===== src/rtl/register_scoreboard.sv =====
// register_scoreboard: per-register distance tracker for the 5-stage core.
// Each entry holds how many stages the pending producer of that register
// still is from the register file (3=EX, 2=MEM, 1=WB, 0=committed). The
// array feeds the forwarding unit; a load still in EX that is read by the
// instruction in ID raises the load-use lock.
module register_scoreboard #(
    parameter int NREG      = 8,
    parameter int ISSUE_VAL = 3,
    parameter int CNT_W     = 16
) (
    input  logic                  clk,
    input  logic                  reset,
    input  logic                  issue_valid,
    input  logic [2:0]            issue_rd,
    input  logic                  issue_is_load,
    input  logic [2:0]            ra,
    input  logic [2:0]            rb,
    input  logic                  use_ra,
    input  logic                  use_rb,
    input  logic                  pipe_stall,
    input  logic                  flush,
    output logic [NREG-1:0][2:0]  register_invalid,
    output logic [NREG-1:0]       load_pending,
    output logic                  lock,
    output logic [CNT_W-1:0]      stall_count
);

    localparam logic [2:0]       ISSUE_CODE = 3'(ISSUE_VAL);
    localparam logic [2:0]       EX_CODE    = 3'd3;
    localparam logic [CNT_W-1:0] CNT_MAX    = '1;

    logic [NREG-1:0][2:0] invalid_reg;
    logic [NREG-1:0]      load_reg;
    logic [CNT_W-1:0]     stall_count_reg;

    logic ra_hazard;
    logic rb_hazard;
    logic issue_ok;
    logic count_en;

    // Load-use hazard: a source read in ID whose producer is a load still in EX.
    always_comb begin
        ra_hazard = use_ra && (invalid_reg[ra] == EX_CODE) && load_reg[ra];
        rb_hazard = use_rb && (invalid_reg[rb] == EX_CODE) && load_reg[rb];
        lock      = !flush && (ra_hazard || rb_hazard);
        issue_ok  = issue_valid && !lock && !flush && !pipe_stall;
        count_en  = (lock || pipe_stall) && !flush;
    end

    generate
        for (genvar gi = 0; gi < NREG; gi++) begin : g_entry
            // Per-register distance update: stall holds, flush squashes EX,
            // issue loads the entry, otherwise the producer advances one stage.
            always_ff @(posedge clk or posedge reset) begin
                if (reset) begin
                    invalid_reg[gi] <= 3'd0;
                    load_reg[gi]    <= 1'b0;
                end else if (pipe_stall && !flush) begin
                    invalid_reg[gi] <= invalid_reg[gi];
                    load_reg[gi]    <= load_reg[gi];
                end else if (flush) begin
                    // The producer in EX is squashed; older ones keep moving.
                    if (invalid_reg[gi] == EX_CODE) begin
                        invalid_reg[gi] <= 3'd0;
                        load_reg[gi]    <= 1'b0;
                    end else if (invalid_reg[gi] != 3'd0) begin
                        invalid_reg[gi] <= invalid_reg[gi] - 3'd1;
                        if (invalid_reg[gi] == 3'd1) begin
                            load_reg[gi] <= 1'b0;
                        end
                    end
                end else if (issue_ok && (issue_rd == 3'(gi))) begin
                    // Younger writer replaces whatever was pending here.
                    invalid_reg[gi] <= ISSUE_CODE;
                    load_reg[gi]    <= issue_is_load;
                end else if (invalid_reg[gi] != 3'd0) begin
                    invalid_reg[gi] <= invalid_reg[gi] - 3'd1;
                    if (invalid_reg[gi] == 3'd1) begin
                        load_reg[gi] <= 1'b0;
                    end
                end
            end
        end
    endgenerate

    // Saturating counter of cycles in which the front end was held.
    always_ff @(posedge clk or posedge reset) begin
        if (reset) begin
            stall_count_reg <= '0;
        end else if (count_en && (stall_count_reg != CNT_MAX)) begin
            stall_count_reg <= stall_count_reg + 1'b1;
        end
    end

    assign register_invalid = invalid_reg;
    assign load_pending     = load_reg;
    assign stall_count      = stall_count_reg;

endmodule


===== config.mk =====
export PLATFORM = sky130hd
export DESIGN_NAME = register_scoreboard
export DESIGN_NICKNAME = d
export VERILOG_FILES = /design/src/rtl/register_scoreboard.sv
export SDC_FILE = /design/constraint.sdc
export NUM_CORES = 1
export LEC_CHECK = 0
export CAP_MARGIN = 15
export CORE_UTILIZATION = 35
export CTS_CLUSTER_DIAMETER = 100
export CTS_CLUSTER_SIZE = 10
export DETAILED_ROUTE_END_ITERATION = 12
export HOLD_SLACK_MARGIN = 0.1
export PLACE_DENSITY_LB_ADDON = 0.3
export SLEW_MARGIN = 10
export SYNTH_ARGS = -nofsm -noshare
export SYNTH_HDL_FRONTEND = slang
export SYNTH_SLANG_ARGS = --single-unit

===== constraint.sdc =====
create_clock -name clk -period 3.1 [get_ports clk]
set_input_delay 0.775 -clock clk [delete_from_list [all_inputs] [get_ports clk]]
set_output_delay 0.775 -clock clk [all_outputs]
set_load 0.01 [all_outputs]

==> results by stage, run 1 <==
Critical path:
- Broken down by cell family, the worst path's largest delay share belongs to buffers and inverters.
- The startpoint-to-endpoint class of the critical path is in -> out.
- The cell with the biggest individual delay on the critical path is clkdlybuf4s50_1.
- The sort of element at the start of the critical path is a primary input.
- The data arrival time of the worst path is 2.24 ns.
- The critical path data required time is 2.32 ns.
- The critical path's largest stage delay is 0.54 ns.
- The critical path goes through clkdlybuf4s50_1, nand2b_1, o22ai_1, o311ai_2, and4_4, nor2_2, buf_6.
- The largest driver fanout on the critical path is 5.
- The nature of the critical path endpoint is an output port.
- Counting both buffers and inverters, the worst setup path holds a total of 2.

Layout:
- The fraction of the core area covered by cells at the end of the flow is 0.476.
- The count of placed standard cells in the final layout, fillers left out is 645.
- The number of flip-flops under the largest register name is 24.
- The antenna diode instance count is 0.
- The ratio of cells with drive above 1 in the final layout is 0.130.
- The signed area change from the synthesized netlist to the final layout is 32.5%.
- The number of fill cells in the layout is 955.
- The number of nets at the end of the flow is 558.

STA:
- The clock period could shrink to 3.02 ns.
- After routing, the total negative slack on setup checks comes to 0 ns.
- Setup repair after global routing left no endpoint under its margin.
- The setup violation total in the final timing report is 0.
- The count of final max-slew check failures was 0.
- Derived from the worst setup path, the maximum achievable clock frequency is 0.331 GHz.
- At the pin with the least slew margin, the transition time is 0.581 ns.
- The final hold violation count is 0.
- The post-route fraction of the period consumed by the critical path is 0.974.
- The clock tree skew after final layout is 0.00741 ns.
- The tightest slew margin relative to the limit is 0.609.

Global routing:
- The initial antenna violation count was 0.
- The via count of the first global-routing pass is 3494.
- The maximum number of pins on one net before global-route repair is 46.
- The total congestion overflow after global routing is 0.
- The first-pass GRT wire length is 17500 µm.
- The overall routing resource usage is 0.196.

Clocking:
- The root buffer cell is clkbuf_8.
- Counting the buffers created by CTS gives 5.
- The maximum count of clock buffers along a single path is 2.
- TritonCTS built the clock tree.
- The depth of the CTS H-tree is 2.
- The number of clock sinks is 48.
- Clock-pin slew was measured on the worst setup and hold paths at 0.09 ns.
- The later-pin clock latency in the skew report is 0.31 ns.

Synthesis:
- The cell count after synthesis is 411.
- After synthesis the cells add up to 3670 µm².
- The number of distinct library cell variants in the gate-level netlist after synthesis is 54.
- The number of nets in the synthesized netlist is 461.
- The async set or reset register ratio after synthesis is 1.00.
- Yosys instantiated no cell more often than dfrtp_1.
- The fraction of post-synthesis cell area in the top cell type by area is 0.327.
- Of the synthesized area, sequential elements account for 0.327.
- The flip-flop cell with the highest count after synthesis is dfrtp_1.
- dfrtp_1 takes more of the synthesized area than any other cell.
- In the synthesized netlist, the cells that appear most often are dfrtp_1 (48), ha_1 (33), nand2_1 (30).
- By area the synthesized netlist is led by dfrtp_1 (33%), ha_1 (11%), a21oi_1 (3.5%), o21ai_0 (3.1%), nand2_1 (3.1%).
- The number of enable flip-flop cells after synthesis is 0.
- The synthesized flop and latch total is 48.
- The number of warning messages in the yosys log is 0.
- The per-instance average area after synthesis is 8.93 µm².

Hold path:
- The path class of the lowest-slack min-delay path is reg -> reg.

Die:
- The die is 104 µm wide.
- After floorplanning, the core was sized to cover 10200 µm².
- The number of placement rows is 37.
- The total die area is 10900 µm².
- The die extent in y is 104 µm.
- For this configuration, the core starts out at a cell density of 0.359.
- 66 I/O pins were placed.

Placement:
- The congestion estimate from routability-driven global placement came to 0.867.
- The count of input and output buffers is 65.
- The placed wire-length estimate is 7920 µm.
- The number of placed instances, taps included, is 637.

Drt:
- The routed layout has 3581 vias.
- The detailed-route DRC error count is 0.
- After detailed routing, the average wire length per cell comes to 16.2 µm.
- Using the TritonRoute via totals, the vias-per-cell ratio works out to 5.55.
- The detail route stage leaves a number of antenna-violating nets equal to 0.
- The detailed router finished its first iteration with 257 violations.
- The total iterations of the first detailed-routing run is 5.
- The total wire length is 10400 µm.

Pwr:
- For this design the ratio of total power to cell area is 777 nW/µm².
- Across the VDD grid, the largest voltage drop is 0.000392 V.
- The design draws 3.78 mW.
- The analysis attributes to cell leakage a power of 2.13 nW.

Run status:
- The flow ran to the end, and the final reports show no timing, DRC or antenna violations.

Run:
- The tool flagged a number of max-cap violations equal to 0.
## where the power goes
group          total (mW)  switching [mW]  internal (mW)
clock network       0.470           0.231          0.239
logic                2.21            1.08           1.13
registers            1.10           0.242          0.859
## layout by cell type (no fill, tap or decap), types with 5 or more instances in the layout
master           netlist  routed
a21boi_0               5       5
a21oi_1               26      26
a22oi_1                7       7
a311o_1                5       5
and3_1                16      16
buf_4                  0      39
clkbuf_8               0       5
clkdlybuf4s50_1        0      61
dfrtp_1               48      48
ha_1                  33      33
inv_1                 27      26
nand2_1               30      30
nand2b_1              15      15
nand3_1               14      14
nand4_1               12      12
nand4b_1               8       8
nor2_1                26      25
nor2b_1                6       6
nor3_1                 8       8
nor3b_1                7       7
o2111ai_1              6       6
o21ai_0               23      23
xnor2_1               11      11
## worst paths after layout
check                                                startpoint  cells past startpoint                          end  slack, ns
worst max-delay path                                      rb[0]                      7                         lock       0.08
worst max register to register  register_invalid[5]$_DFFE_PP0N_                      7  load_pending[1]$_DFFE_PP0N_       0.56
min in group asynchronous                                 reset                      2   stall_count[3]$_DFFE_PP0P_       0.85
worst min-delay path                stall_count[13]$_DFFE_PP0P_                      1  stall_count[13]$_DFFE_PP0P_       0.51
max in group asynchronous                                 reset                      3  load_pending[4]$_DFFE_PP0N_       1.65
worst min register to register      stall_count[13]$_DFFE_PP0P_                      1  stall_count[13]$_DFFE_PP0P_       0.51
## final cells by class
class                           count  area [µm²]  area share
Clock buffer                        5        68.8      0.0141
Tap cell                          136         170      0.0350
Timing Repair Buffer              105         968       0.199
Multi-Input combinational cell    320        2310       0.475
Sequential cell                    48        1200       0.247
Inverter                           28         105      0.0216
Clock inverter                      3        42.5     0.00874
## worst register-to-register path, delay by kind of cell, from the launching register on
kind | cells | cell delay [ns]
flip-flops | 1 | 0.47
AND/OR/NAND/NOR | 3 | 0.69
AO/OA/AOI/OAI | 3 | 0.82
buffers and inverters | 1 | 0.46
## cells by family after synthesis
family                     after synthesis  synth area share
AOI/OAI and AO/OA                      111             0.224
xor gates and xnor gates                15            0.0358
adders and majority gates               33             0.112
buffers and inverters                   43            0.0491
DFF                                     48             0.327
muxes                                    4            0.0147
and+or+nand+nor                        157             0.237
## layer usage
layer,global-route usage,vias up,wire length [µm]
met1,0.255,1739,4680
li1,-,1721,-
met4,0.0602,0,173
met2,0.341,104,5230
met3,0.0207,17,353
met5,0,-,0
## what timing repair did
| item | CTS | global route |
|---|---|---|
| pin swaps | 3 | 2 |
| gates resized for setup | 10 | 3 |
| hold buffers | 0 | 0 |
| buffers inserted | 0 | 0 |
| endpoints found under the setup margin | 1 | 2 |
## through the flow
step / cell area (µm²) / worst slack, ns / hold slack, ns
after global routing: 4870 / 0.0103 / 0.531
after global placement: 4730 / -0.555 / 0.476
after CTS: 4850 / 0.0251 / 0.515
final: 4870 / 0.0806 / 0.512
after floorplan: 3670 / 0.143 / 0.515
after detailed placement: 4730 / -0.571 / 0.498
(Power assumes the default switching activity.)
==> run 2, diff against run 1 <==
--- a/config.mk
+++ b/config.mk
@@ -10,6 +10,7 @@
 export CTS_CLUSTER_DIAMETER = 100
 export CTS_CLUSTER_SIZE = 10
 export DETAILED_ROUTE_END_ITERATION = 12
+export DONT_BUFFER_PORTS = 1
 export HOLD_SLACK_MARGIN = 0.1
 export PLACE_DENSITY_LB_ADDON = 0.3
 export SLEW_MARGIN = 10
==> constraint.sdc (replaced) <==
create_clock -name clk -period 2.6 [get_ports clk]
set_input_delay 0.65 -clock clk [delete_from_list [all_inputs] [get_ports clk]]
set_output_delay 0.65 -clock clk [all_outputs]
set_load 0.01 [all_outputs]
==> run 2 against run 1 <==
Against the previous run:
- sequential share of layout area up 3.6 points
- clock-buffer cell count up 1
- combinational power up 3%
- highest routed layer unchanged
- largest cell class unchanged
- clock power down 7.0%
- worst setup slack worse by 0.035 ns
- clock skew up 0.0037 ns
==> results by stage, run 2 (synthesis gave the netlist of run 1 again) <==
Critical path:
- STA classifies the critical path endpoint as an output port.
- The startpoint-to-endpoint class of the critical path is reg -> out.
- The critical path's largest stage delay came to 0.49 ns (-0.05 ns).
- The sort of element at the start of the critical path is a flop.
- Among cell families on the critical path, the largest total delay comes from simple AND/OR/NAND/NOR gates.
- Walking the worst path, the cells encountered are nand4b_1, mux4_2, nand3b_4, and4_4, nor2_4.
- The data arrival time of the worst path is 1.90 ns (-0.34 ns).
- The total buffers and inverters traversed by the critical path is 0 (-2).
- The largest driver fanout on the critical path is 2 (-3).
- The largest individual stage delay along the critical path comes from the cell mux4_2.
- The critical path data required time is 1.95 ns (-0.37 ns).

Die:
- The number of placement rows came to 37 (unchanged).
- The horizontal die dimension is 104 µm (unchanged).
- The area of the core was 10200 µm² (unchanged).
- The die extent in y is 104 µm (unchanged).
- The starting density of the core was 0.359 (unchanged).
- The total die area came to 10900 µm² (unchanged).
- The I/O pin count is 66 (unchanged).

STA:
- Dividing the final minimum period by the clock period gives 0.983.
- The worst hold-check slack is 0.237 ns (-0.275 ns).
- The final hold violation count is 0 (unchanged).
- The final critical-path setup slack was 0.0455 ns (-0.0352 ns).
- The final-layout setup total negative slack is 0 ns (unchanged).
- The tightest slew margin relative to the limit was 0.582 (-0.0277).
- The transition time at the pin with the least slew margin is 0.623 ns (+0.0412 ns).
- The clock tree skew after final layout is 0.0111 ns (+0.00369 ns).
- Setup repair after global routing could not meet its margin everywhere.
- The setup violation total in the final timing report is 0 (unchanged).
- The post-layout minimum cycle time is 2.55 ns.
- The fmax is 0.391 GHz.
- The count of final max-slew check failures was 0 (unchanged).

Run:
- The max-capacitance violation count came to 0 (unchanged).

Global routing:
- The first-pass GRT wire length is 16600 µm (-4.9%).
- The maximum number of pins on one net before global-route repair is 29 (-37%).
- The overall routing resource usage came to 0.192 (-0.00435).
- The total congestion overflow after global routing is 0 (unchanged).
- The initial antenna violation count is 0 (unchanged).
- The via count of the first global-routing pass is 3284 (-6.0%).

Layout:
- The final design instance area without fill is 4240 µm² (-13%).
- Leaving out fill and tap cells, the most frequent cell in the layout is dfrtp_1.
- The signed area change from the synthesized netlist to the final layout is 15.5%.
- The count of placed standard cells in the final layout, fillers left out is 585 (-9.3%).
- The number of flip-flops under the largest register name is 24 (unchanged).
- The number of fill cells in the layout was 994 (+4.1%).
- The ratio of cells with drive above 1 in the final layout was 0.154 (+0.0240).
- Leaving out fill and tap cells, the most frequent cells in the layout are dfrtp_1 (48), buf_4 (44), ha_1 (33).
- The number of nets at the end of the flow is 499 (-11%).
- The antenna diode instance count came to 0 (unchanged).

Placement:
- The placed wire-length estimate is 7590 µm (-4.2%).
- The count of input and output buffers is 0 (-100%).
- The cell count after placement came to 576 (-9.6%).
- The worst setup slack after placement is 0.147 ns (+0.718 ns).
- The area after detailed placement is 4130 µm² (-13%).
- The weighted congestion at the end of routability-driven global placement is 0.854 (-1.4%).

Drt:
- The post-detailed-route via-to-cell ratio is 5.73 (+3.1%).
- The routed wire length per instance came to 17.6 µm (+8.5%).
- The initial DRC count was 184 (-28%).
- The detailed-route wire length on metal 1 is 4480 µm (-4.2%).
- The routed wire length on met2 was 4950 µm (-5.4%).
- The total iterations of the first detailed-routing run is 4 (-1).
- The total wire length is 10300 µm (-1.6%).
- The remaining number of nets flagged by the antenna check after routing is 0 (unchanged).
- The detailed-route DRC error count was 0 (unchanged).
- The detailed route wirelength on metal3 is 577 µm (+63%).
- The topmost layer with routed signal wires is met4.
- The via count was 3350 (-6.5%).

Clocking:
- The later-pin clock latency in the skew report is 0.31 ns (about the same).
- The clock transition time at the flip-flop clock pins of the worst setup and hold paths was 0.09 ns (about the same).
- TritonCTS built the clock tree.
- The root buffer cell chosen for the clock tree is clkbuf_8.
- The CTS buffer count is 5 (unchanged).
- The maximum count of clock buffers along a single path was 2 (unchanged).
- The number of clock sinks is 48 (unchanged).
- The depth of the CTS H-tree is 2 (unchanged).

Pwr:
- The leakage power figure is 1.88 nW (-12%).
- The worst voltage drop across the vdd grid is 0.000284 V (-28%).
- The power density over cell area is 940 nW/µm² (+21%).

Hold path:
- The path class of the lowest-slack min-delay path is in -> async.

Run status:
- The flow ran to the end, and the final reports show no timing, DRC or antenna violations.
-- run 2: cell types whose count changed in the layout (fill, tap and decap cells not counted) --
cell             previous run  this run
dlygate4sd2_1               1         0
dlymetal6s2s_1              2         0
nor2_2                      1         0
buf_6                       1         0
nor2_4                      0         1
clkinvlp_4                  1         0
buf_12                      1         2
bufinv_16                   1         0
clkbuf_1                    0         1
clkdlybuf4s50_1            61         0
buf_4                      39        44
-- run 2: final cells by class --
type / instances / area (µm²) / area share
multi-input combinational: 320 / 2320 / 0.546
sequential: 48 / 1200 / 0.283
timing repair buffer: 46 / 370 / 0.0873
tap: 136 / 170 / 0.0401
inverter: 28 / 105 / 0.0248
clock buffer: 6 / 72.6 / 0.0171
clock inverter: 1 / 5.00 / 0.00118
-- run 2: power by group --
part | switching [mW] | internal, mW | total [mW]
combinational | 1.28 | 0.988 | 2.27
sequential | 0.257 | 1.02 | 1.28
clock | 0.253 | 0.184 | 0.437
-- run 2: per-layer routing --
metal | global-route usage | vias up
met2 | 0.324 | 85
met3 | 0.0401 | 18
li1 | - | 1597
met4 | 0.0857 | 0
met5 | 0 | -
met1 | 0.235 | 1650
-- run 2: per-stage QoR --
stage / total power [mW] / utilization
after floorplan: 2.80 / -
after global placement: 3.48 / 0.404
after detailed placement: 3.54 / 0.404
after CTS: 4.00 / 0.414
after global routing: 4.35 / 0.414
final: 3.99 / 0.414
-- run 2: timing repair --
| action | in CTS | in global routing |
|---|---|---|
| buffers inserted | 1 | 1 |
| gates cloned | 0 | 0 |
| pin swaps | 1 | 0 |
| hold buffers | 0 | 0 |
| endpoints found under the setup margin | 1 | 1 |
| gates resized for setup | 3 | 0 |
-- run 2: final timing paths --
| check | cells after the start | from | end | slack [ns] |
|---|---|---|---|---|
| max | 5 | register_invalid[14]$_DFFE_PP0N_ | lock | 0.05 |
| min | 1 | reset | stall_count[15]$_DFFE_PP0P_ | 0.24 |
| max reg2reg | 8 | register_invalid[14]$_DFFE_PP0N_ | stall_count[7]$_DFFE_PP0P_ | 0.14 |
| min reg2reg | 1 | stall_count[4]$_DFFE_PP0P_ | stall_count[4]$_DFFE_PP0P_ | 0.56 |
| max in group asynchronous | 2 | reset | register_invalid[18]$_DFFE_PP0N_ | 1.84 |
| min in group clk | 2 | issue_is_load | load_pending[2]$_DFFE_PP0N_ | 0.49 |
==> run 3, diff against run 2 <==
--- a/config.mk
+++ b/config.mk
@@ -6,7 +6,7 @@
 export NUM_CORES = 1
 export LEC_CHECK = 0
 export CAP_MARGIN = 15
-export CORE_UTILIZATION = 35
+export CORE_UTILIZATION = 40
 export CTS_CLUSTER_DIAMETER = 100
 export CTS_CLUSTER_SIZE = 10
 export DETAILED_ROUTE_END_ITERATION = 12
==> run 3 against run 2 <==
Against the previous run:
- the run now ends with DRC left
- clock-buffer cell count grew 1
- worst setup slack worse by 0.031 ns
- cell count decreased by 3.1%
- die area decreased by 12%
- clock power increased by 37%
- sequential power about the same
- first-iteration DRC count rose by 54%
- critical path depth unchanged
- cell area increased by 1.3%
- fmax fell by 1.2%
==> results by stage, run 3 (synthesis gave the netlist of run 1 again) <==
Run status:
- The run finished, with violations left.
- The final reports fail on DRC.

Critical path:
- The signal on the critical path passes through nand4b_1, mux4_2, nand3b_4, and4_4, nor2_4.
- The largest driver fanout on the critical path came to 2 (unchanged).
- The startpoint-to-endpoint class of the critical path is reg -> out.
- The cell family contributing the most delay on the critical path is simple AND/OR/NAND/NOR gates.
- The critical path's largest stage delay is 0.51 ns (+0.02 ns).
- The slowest stage of the critical path is the mux4_2 cell.
- The data arrival time of the worst path came to 1.94 ns (+0.04 ns).
- STA classifies the critical path startpoint as a flop.
- The nature of the critical path endpoint is an output port.
- The critical path data required time is 1.95 ns (about the same).
- The total buffers and inverters traversed by the critical path is 0 (unchanged).

Global routing:
- The overall routing resource usage was 0.219 (+0.0271).
- The met2 track demand over resource is 0.358 (+0.0343).
- The first-pass GRT wire length came to 17000 µm (+1.8%).
- The initial antenna violation count came to 0 (unchanged).
- The met3 track utilization from global routing came to 0.0351 (-0.00503).
- The total congestion overflow after global routing is 0 (unchanged).
- The global-route met1 utilization is 0.295 (+0.0607).
- The most used routing layer in global routing is met2.
- The via count of the first global-routing pass came to 3343 (+1.8%).
- The maximum number of pins on one net before global-route repair came to 31 (+6.9%).

STA:
- The fmax was 0.387 GHz (-1.2%).
- The setup violation total in the final timing report was 0 (unchanged).
- The count of final max-slew check failures came to 0 (unchanged).
- The final hold violation count came to 0 (unchanged).
- The final critical-path setup slack is 0.0150 ns (-0.0305 ns).
- Setup repair after global routing could not meet its margin everywhere.
- The transition time at the pin with the least slew margin is 0.849 ns (+0.227 ns).
- The post-route fraction of the period consumed by the critical path is 0.994 (+0.0117).
- The post-layout minimum cycle time is 2.59 ns (+0.0305 ns).
- The tightest slew margin relative to the limit was 0.432 (-0.150).
- The clock tree skew after final layout is 0.00577 ns (-0.00533 ns).

Layout:
- The count of placed standard cells in the final layout, fillers left out is 567 (-3.1%).
- The number of flip-flops under the largest register name was 24 (unchanged).
- The most common library cell in the layout ignoring fill and taps is buf_4.
- The number of fill cells in the layout is 800 (-20%).
- The signed area change from the synthesized netlist to the final layout is 16.9%.
- The ratio of cells with drive above 1 in the final layout is 0.170 (+0.0163).
- The fraction of the core area covered by cells at the end of the flow is 0.488 (+0.0732).
- The number of nets at the end of the flow is 508 (+1.8%).
- In the layout the commonest cells are buf_4 (54), dfrtp_1 (48), ha_1 (33).
- The antenna diode instance count is 0 (unchanged).

Clocking:
- The maximum count of clock buffers along a single path is 2 (unchanged).
- TritonCTS built the clock tree.
- The depth of the CTS H-tree is 2 (unchanged).
- The count of hold-fix buffers inserted at cts is 0 (unchanged).
- The number of clock sinks was 48 (unchanged).
- The later-pin clock latency in the skew report is 0.31 ns (about the same).
- The clock transition time at the flip-flop clock pins of the worst setup and hold paths is 0.09 ns (about the same).
- The CTS buffer count is 5 (unchanged).
- The root buffer cell is clkbuf_8.

Placement:
- The count of input and output buffers is 0 (unchanged).
- The worst setup slack after placement is 0.0740 ns (-0.0727 ns).
- The placed wire-length estimate is 7530 µm (-0.86%).
- The cell count after placement was 553 (-4.0%).
- The weighted congestion at the end of routability-driven global placement is 0.890 (+4.2%).

Die:
- The number of placement rows was 34 (-8.1%).
- The starting density of the core is 0.417 (+0.0581).
- The area of the core came to 8810 µm² (-14%).
- The I/O pin count is 66 (unchanged).
- The horizontal die dimension is 97.8 µm (-6.3%).
- The total die area is 9570 µm² (-12%).
- The die extent in y was 97.8 µm (-6.3%).

Drt:
- The total iterations of the first detailed-routing run is 9 (+5).
- The total wire length came to 10300 µm (+0.59%).
- The post-detailed-route via-to-cell ratio is 6.09 (+6.4%).
- The detailed-route DRC error count is 10 (+10).
- The initial DRC count is 284 (+54%).
- The routed wire length per instance came to 18.2 µm (+3.8%).
- The via count is 3455 (+3.1%).
- The remaining number of nets flagged by the antenna check after routing was 0 (unchanged).

Pwr:
- The worst voltage drop across the vdd grid is 0.000459 V (+62%).
- The leakage power figure was 1.95 nW (+3.4%).
- The power density over cell area is 972 nW/µm² (+3.5%).

Hold path:
- In this run the worst hold path is classified as in -> async.

Run:
- The max-capacitance violation count came to 0 (unchanged).
==> run 3: changes by cell type in the layout (fill, tap and decap cells not counted), sizes merged <==
cell,delta
buf,+9
bufinv,+1
clkbuf,+1
clkinv,-1
==> run 3: final timing paths <==
path,to,slack [ns],cells past startpoint,startpoint
min,stall_count[8]$_DFFE_PP0P_,0.30,1,reset
min reg2reg,stall_count[4]$_DFFE_PP0P_,0.55,1,stall_count[4]$_DFFE_PP0P_
min in group clk,load_pending[2]$_DFFE_PP0N_,0.50,2,issue_is_load
max in group asynchronous,load_pending[4]$_DFFE_PP0N_,1.69,2,reset
max reg2reg,stall_count[10]$_DFFE_PP0P_,0.09,8,register_invalid[23]$_DFFE_PP0N_
max,lock,0.01,5,register_invalid[23]$_DFFE_PP0N_
==> run 3: through the flow <==
stage	power, mW	area, µm²	setup TNS [ns]	hold slack [ns]
after floorplan	2.80	3690	-0.0221	0.515
after global placement	3.47	4120	0	0.549
after detailed placement	3.54	4120	0	0.547
after CTS	4.17	4290	0	0.328
after global routing	4.54	4290	-0.0279	0.352
final	4.18	4290	0	0.304
==> run 3: repair_timing <==
action / in CTS / in global routing
resized for setup: 1 / 0
setup buffers: 5 / 1
pin swaps: 0 / 1
endpoints found under the setup margin: 1 / 2
==> run 3: metal layers <==
layer	share of wire	up-vias	wire, µm
met5	0	-	0
met4	0.012	0	120
met3	0.072	11	743
met2	0.48	130	4960
met1	0.44	1695	4510
li1	-	1619	-
==> run 3: final cells by class <==
cell class              count  area, µm²  share of cell area
clock inverters             1       30.0             0.00699
inverters                  28        105              0.0245
repair buffers             55        425              0.0991
multi-input cells         320       2300               0.536
flip-flops and latches     48       1200               0.280
well taps                 108        135              0.0315
clock buffers               7       96.3              0.0224
==> run 3: power by group <==
part	internal, mW	total, mW	switching (mW)
combinational	1.01	2.30	1.29
clock	0.340	0.599	0.260
sequential	1.02	1.28	0.253
==> run 3: worst register-to-register path, stage by stage, from the launching register on <==
cell	delay (ns)
dfrtp_1	0.38
nand4b_1	0.25
mux4_2	0.51
nand3b_4	0.17
and4_4	0.21
buf_4	0.21
buf_4	0.18
a2111oi_4	0.35
xor2_1	0.19
